`src/rtl/spi_slave_regs.sv`:
```
// SPI slave front-end for a small addressed register bank: command byte (R/W + start address)
// followed by auto-incrementing data words, with all SPI pins oversampled in the clk domain.
module spi_slave_regs #(
  parameter int WIDTH = 8,
  parameter int NREGS = 4,
  parameter bit CPOL  = 1'b0,
  parameter bit CPHA  = 1'b0,
  localparam int AW   = $clog2(NREGS)
) (
  input  logic                   clk,
  input  logic                   rst,
  input  logic                   ucSCLK,
  input  logic                   ucMOSI,
  output logic                   ucMISO,
  input  logic                   ucSEL_,
  input  logic [NREGS*WIDTH-1:0] reg_in,
  output logic [NREGS*WIDTH-1:0] reg_out,
  output logic                   wr_stb,
  output logic [AW-1:0]          wr_addr
);

  localparam int RW = ((WIDTH > 8) ? WIDTH : 8) - 1;
  localparam int CW = 6;

  typedef enum logic [1:0] {S_IDLE, S_CMD, S_DATA} state_t;

  logic sclk_s1_q, sclk_s2_q, sclk_d_q;
  logic sel_s1_q, sel_s2_q, sel_d_q;
  logic mosi_s1_q, mosi_s2_q;

  state_t                 state_q, state_d;
  logic [CW-1:0]          cnt_q, cnt_d;
  logic [RW-1:0]          rx_q, rx_d;
  logic [WIDTH-1:0]       tx_q, tx_d;
  logic                   miso_q, miso_d;
  logic [AW-1:0]          addr_q, addr_d;
  logic                   oor_q, oor_d;
  logic                   rw_q, rw_d;
  logic [NREGS*WIDTH-1:0] reg_q, reg_d;
  logic                   wr_stb_q, wr_stb_d;
  logic [AW-1:0]          wr_addr_q, wr_addr_d;
  logic [1:0]             settle_q, settle_d;
  logic                   armed_q, armed_d;

  // NOTE: asynchronous reset with non-blocking assignments only; every stage, including the sync chain, gets a defined value.
  always_ff @(posedge clk or posedge rst) begin
    if (rst) begin
      sclk_s1_q <= CPOL;
      sclk_s2_q <= CPOL;
      sclk_d_q  <= CPOL;
      sel_s1_q  <= 1'b1;
      sel_s2_q  <= 1'b1;
      sel_d_q   <= 1'b1;
      mosi_s1_q <= 1'b0;
      mosi_s2_q <= 1'b0;
    end else begin
      sclk_s1_q <= ucSCLK;
      sclk_s2_q <= sclk_s1_q;
      sclk_d_q  <= sclk_s2_q;
      sel_s1_q  <= ucSEL_;
      sel_s2_q  <= sel_s1_q;
      sel_d_q   <= sel_s2_q;
      mosi_s1_q <= ucMOSI;
      mosi_s2_q <= mosi_s1_q;
    end
  end

  logic sclk_rise, sclk_fall, sample_edge, shift_edge, sel_fall;
  assign sclk_rise   = sclk_s2_q & ~sclk_d_q;
  assign sclk_fall   = ~sclk_s2_q & sclk_d_q;
  assign sample_edge = (CPOL == CPHA) ? sclk_rise : sclk_fall;
  assign shift_edge  = (CPOL == CPHA) ? sclk_fall : sclk_rise;
  assign sel_fall    = sel_d_q & ~sel_s2_q;

  logic [7:0]       cmd_byte;
  logic             cmd_oor;
  logic [AW-1:0]    cmd_addr, next_addr;
  logic [WIDTH-1:0] data_word, cmd_rd_word, next_rd_word;

  assign cmd_byte     = {rx_q[6:0], mosi_s2_q};
  assign cmd_oor      = {1'b0, cmd_byte[6:0]} >= 8'(NREGS);
  assign cmd_addr     = cmd_byte[AW-1:0];
  assign data_word    = {rx_q[WIDTH-2:0], mosi_s2_q};
  assign next_addr    = (addr_q == AW'(NREGS - 1)) ? '0 : addr_q + AW'(1);
  assign cmd_rd_word  = cmd_oor ? '0 : reg_in[cmd_addr*WIDTH +: WIDTH];
  assign next_rd_word = oor_q ? '0 : reg_in[next_addr*WIDTH +: WIDTH];

  // A frame already running when reset releases must be ignored, so starts need a seen-high SEL_.
  always_comb begin
    settle_d = (settle_q == 2'd2) ? settle_q : settle_q + 2'd1;
    armed_d  = armed_q | ((settle_q == 2'd2) & sel_s2_q);
  end

  // NOTE: every always_comb output is defaulted first so no path can infer a latch.
  always_comb begin
    state_d   = state_q;
    cnt_d     = cnt_q;
    rx_d      = rx_q;
    tx_d      = tx_q;
    miso_d    = miso_q;
    addr_d    = addr_q;
    oor_d     = oor_q;
    rw_d      = rw_q;
    reg_d     = reg_q;
    wr_stb_d  = 1'b0;
    wr_addr_d = wr_addr_q;

    if (state_q != S_IDLE && sel_s2_q) begin
      state_d = S_IDLE;
      miso_d  = 1'b0;
    end else begin
      case (state_q)
        S_IDLE: begin
          miso_d = 1'b0;
          if (armed_q && sel_fall) begin
            state_d = S_CMD;
            cnt_d   = '0;
            tx_d    = '0;
          end
        end
        S_CMD: begin
          if (sample_edge) begin
            rx_d  = {rx_q[RW-2:0], mosi_s2_q};
            cnt_d = cnt_q + CW'(1);
            if (cnt_q == CW'(7)) begin
              state_d = S_DATA;
              cnt_d   = '0;
              rw_d    = cmd_byte[7];
              oor_d   = cmd_oor;
              addr_d  = cmd_addr;
              if (!cmd_byte[7]) begin
                tx_d = cmd_rd_word;
                if (!CPHA) miso_d = cmd_rd_word[WIDTH-1];
              end
            end
          end else if (shift_edge) begin
            miso_d = tx_q[WIDTH-1];
            tx_d   = {tx_q[WIDTH-2:0], 1'b0};
          end
        end
        S_DATA: begin
          if (sample_edge) begin
            rx_d  = {rx_q[RW-2:0], mosi_s2_q};
            cnt_d = cnt_q + CW'(1);
            if (cnt_q == CW'(WIDTH - 1)) begin
              cnt_d = '0;
              if (rw_q && !oor_q) begin
                reg_d[addr_q*WIDTH +: WIDTH] = data_word;
                wr_stb_d  = 1'b1;
                wr_addr_d = addr_q;
              end
              if (!rw_q) begin
                tx_d = next_rd_word;
                if (!CPHA) miso_d = next_rd_word[WIDTH-1];
              end
              // Out-of-range starts stay out of range until the frame ends.
              if (!oor_q) addr_d = next_addr;
            end
          end else if (shift_edge) begin
            miso_d = tx_q[WIDTH-1];
            tx_d   = {tx_q[WIDTH-2:0], 1'b0};
          end
        end
        default: state_d = S_IDLE;
      endcase
    end
  end

  // NOTE: the register bank drives board logic, so it is reset like any other state (it is flops, not a RAM).
  always_ff @(posedge clk or posedge rst) begin
    if (rst) begin
      state_q   <= S_IDLE;
      cnt_q     <= '0;
      rx_q      <= '0;
      tx_q      <= '0;
      miso_q    <= 1'b0;
      addr_q    <= '0;
      oor_q     <= 1'b0;
      rw_q      <= 1'b0;
      reg_q     <= '0;
      wr_stb_q  <= 1'b0;
      wr_addr_q <= '0;
      settle_q  <= '0;
      armed_q   <= 1'b0;
    end else begin
      state_q   <= state_d;
      cnt_q     <= cnt_d;
      rx_q      <= rx_d;
      tx_q      <= tx_d;
      miso_q    <= miso_d;
      addr_q    <= addr_d;
      oor_q     <= oor_d;
      rw_q      <= rw_d;
      reg_q     <= reg_d;
      wr_stb_q  <= wr_stb_d;
      wr_addr_q <= wr_addr_d;
      settle_q  <= settle_d;
      armed_q   <= armed_d;
    end
  end

  assign ucMISO  = miso_q;
  assign reg_out = reg_q;
  assign wr_stb  = wr_stb_q;
  assign wr_addr = wr_addr_q;

endmodule
```
`config.mk`:
```
export PLATFORM = sky130hd
export DESIGN_NAME = spi_slave_regs
export DESIGN_NICKNAME = d
export VERILOG_FILES = /design/src/rtl/spi_slave_regs.sv
export SDC_FILE = /design/constraint.sdc
export NUM_CORES = 1
export LEC_CHECK = 0
export CORE_ASPECT_RATIO = 0.7
export CORE_UTILIZATION = 53
export CTS_CLUSTER_SIZE = 30
export DETAILED_ROUTE_END_ITERATION = 12
export HOLD_SLACK_MARGIN = 0.05
export PLACE_DENSITY = 0.78
export REMOVE_ABC_BUFFERS = 1
export SLEW_MARGIN = 20
export SYNTH_ARGS = -nofsm -noshare
export SYNTH_HDL_FRONTEND = slang
export SYNTH_SLANG_ARGS = --single-unit
```
`constraint.sdc`:
```
create_clock -name clk -period 2.9 [get_ports clk]
set_input_delay 0.58 -clock clk [delete_from_list [all_inputs] [get_ports clk]]
set_output_delay 0.58 -clock clk [all_outputs]
set_load 0.02 [all_outputs]
```
==> impl_metrics.env <==
export IMPL_period_share=0.820
export IMPL_place_area_um2=4840
export IMPL_dieArea_um2=7890
export IMPL_crit_buf_inv=1
export IMPL_status="complete, no violations"
export IMPL_synth_async_sr_flop_share=1.00
export IMPL_initial_core_util=0.548
export IMPL_die_h_um=74.6
export IMPL_path_max_fanout=16
export IMPL_synthMuxAreaShare=0.138
export IMPL_port_buffers=72
export IMPL_postRouteAntennaNets=0
export IMPL_synth_area_top_cells="dfrtp_1 45%, nand2_1 7.8%, mux4_2 6.8%"
export IMPL_ys_warnings_count=0
export IMPL_r2r_start="state_q[1]"
export IMPL_crit_slowest_cell="nand3_1"
export IMPL_yosysSeqAreaShare=0.465
export IMPL_synth_compound_area_share=0.163
export IMPL_finalCriticalPeriod_ps=2380
export IMPL_final_setup_worst_slack_ps=522
export IMPL_rsz0062_at_grt="false"
export IMPL_yosysTopAreaCellShare=0.445
export IMPL_max_freq_mhz=421
export IMPL_numCtsBuffers=9
export IMPL_num_antenna_cells=0
export IMPL_worst_pin_slew_ps=760
export IMPL_drive_gt1_frac=0.131
export IMPL_cap_violations=0
export IMPL_yosys_area_top_type="dfrtp_1"
export IMPL_grt_pass1_wl_mm=16.1
export IMPL_max_slew_margin_rel=0.490
export IMPL_path_clk_slew_ps=70
export IMPL_synth_top_family_by_area="compound AO/OA/AOI/OAI gates"
export IMPL_grt_max_degree=47
export IMPL_synth_common_cells="83 x nand2_1, 71 x dfrtp_1, 42 x o21ai_0, 15 x mux2_2"
export IMPL_hold_start="mosi_s1_q"
export IMPL_dr_first_iter_drc_count=257
export IMPL_hold_buffers=0
export IMPL_synthMostInstantiatedCell="nand2_1"
export IMPL_post_cts_resized=0
export IMPL_cpPeakStageDelay_ps=460
export IMPL_critical_path_top_delay_family="simple AND/OR/NAND/NOR gates"
export IMPL_path_class="flop to flop"
export IMPL_via_count=3378
export IMPL_worstPathArrival_ps=2630
export IMPL_clkLatencyLatePin_ps=350
export IMPL_worstSetupStartpointType="flop"
export IMPL_cp_data_required_time_ps=3150
export IMPL_io_pins=73
export IMPL_ys_flop_type="dfrtp_1"
export IMPL_crit_path_cell_trace="inv_1 > ha_1 > nand2b_1 > nor4b_4 > nand3_1 > o31ai_1"
export IMPL_vias_per_cell=5.91
export IMPL_synth_cell_area_um2=3990
export IMPL_cts_htree_levels=3
export IMPL_power_density_nw_per_um2=637
export IMPL_wirelength_mm=9.68
export IMPL_grtUsageTotal=0.270
export IMPL_dp_hpwl_mm=6.99
export IMPL_netlist_instances=394
export IMPL_place_ws_ps=566
export IMPL_core_um2=7290
export IMPL_synth_edf_count=0
export IMPL_ir_worst_vdd_uv=333
export IMPL_clk_path_buf_depth=2
export IMPL_final_cell_area_um2=5070
export IMPL_synth_distinct_cells=46
export IMPL_num_rows=26
export IMPL_setup_tns_ps=0
export IMPL_area_delta_synth_final_pct=27.1
export IMPL_antenna_found_initial=0
export IMPL_drc=0
export IMPL_p_leak_nw=2.06
export IMPL_skew_ps=6.15
export IMPL_worstHoldPathType="flop to flop"
export IMPL_nets=518
export IMPL_n_fill_cell=578
export IMPL_dr_pass1_iters=6
export IMPL_synthSimpleGateAreaFrac=0.158
export IMPL_synth_seq_cells=74
export IMPL_clock_sinks=74
export IMPL_slew_violations=0
export IMPL_die_w_um=106
export IMPL_wire_per_inst_um=16.9
export IMPL_synthAdderAreaFrac=0.0376
export IMPL_end_kind="flop"
export IMPL_synth_xor_area_share=0.00439
export IMPL_grt_pass1_vias=3230
export IMPL_hold_viol_final=0
export IMPL_grt_overflow=0
export IMPL_cts_tree="yes"
export IMPL_post_cts_setup_buffers=0
export IMPL_setup_viol=0
export IMPL_syn_avg_cell_area_um2=10.1
export IMPL_gp_congestion=0.832
export IMPL_root_buffer="clkbuf_8"
export IMPL_startpoint="state_q[1]"
-- kinds of logic (layout without fill, tap and decap cells) --
| logic type | count (synthesis) | after routing |
|---|---|---|
| compound gates | 100 | 100 |
| xor+xnor | 2 | 2 |
| fa+ha+maj | 12 | 12 |
| buf+inv | 30 | 110 |
| flops | 74 | 74 |
| mux | 38 | 38 |
| simple gates | 138 | 138 |
-- cell usage in the layout, fill, tap and decap left out, types with 2 or more instances in the layout --
cell and n:
nand2_1 83, clkdlybuf4s50_1 72, dfrtp_1 71, o21ai_0 42, mux2_2 15, nor2_1 13
mux4_2 12, ha_1 12, mux2i_1 11, buf_4 11, inv_1 9, a22oi_1 9
clkbuf_8 9, nand3_1 8, nand2b_1 6, nor2b_1 6, nor3_1 6, o21ai_1 6
a21oi_1 6, o31ai_1 5, a221oi_1 5, a211oi_1 5, o22a_1 5, and2_1 4
o2bb2ai_1 4, bufinv_16 3, dfstp_2 3, nor3b_1 2, or2_2 2, a21o_1 2
and3_1 2, nand4_1 2, xnor2_1 2, a31oi_1 2, o21a_1 2, clkbuf_1 2
-- power breakdown --
part / switching (mW) / internal, mW
Combinational: 0.509 / 0.457
Sequential: 0.184 / 1.13
Clock: 0.379 / 0.572
-- worst register-to-register path, stage by stage (launching register included) --
cell	delay [ps]
dfrtp_1	430
inv_1	120
ha_1	290
nand2b_1	220
nor4b_4	400
nand3_1	460
o31ai_1	350
-- metal layers --
metal  up-vias  global-route usage  wire (um)
met5         -                   0          0
met4         0               0.102        171
met3        15              0.0578        616
met2       131               0.436       4500
met1      1663               0.366       4400
li1       1569                   -          -
-- state kept, by name (all words and copies together) (netlist names), 2 cells and up --
name      count
rx_q          7
reg_out      32
wr_addr       2
settle_q      2
addr_q        2
state_q       2
tx_q          8
cnt_q         6
-- worst paths after layout --
| kind | end | slack (ps) | depth (start not counted) |
|---|---|---|---|
| max | reg_out[15] | 520 | 6 |
| min | mosi_s2_q | 350 | 0 |
| max reg2reg | reg_out[15] | 520 | 6 |
| min reg2reg | mosi_s2_q | 350 | 0 |
| max in group asynchronous | sel_s1_q | 1560 | 3 |
| min in group asynchronous | reg_out[24] | 640 | 2 |
-- cell type report --
type	instances	area (um^2)	area share
Inverter	10	37.5	0.00740
Multi-Input combinational cell	290	2000	0.394
Clock inverter	5	104	0.0205
Tap cell	98	123	0.0242
Timing Repair Buffer	84	823	0.162
Sequential cell	74	1860	0.366
Clock buffer	11	131	0.0259
-- through the flow --
stage / utilization / hold slack (ps) / instances / total power, mW
6_report: 0.696 / 352 / 572 / 3.23
5_1_grt: 0.696 / 366 / 572 / 3.39
4_1_cts: 0.696 / 352 / 572 / 3.23
3_5_place_dp: 0.664 / 336 / 556 / 2.27
3_3_place_gp: 0.664 / 333 / 556 / 2.24
2_1_floorplan: - / 331 / 374 / 1.91
Note: power is estimated with default switching activity, not from simulation.
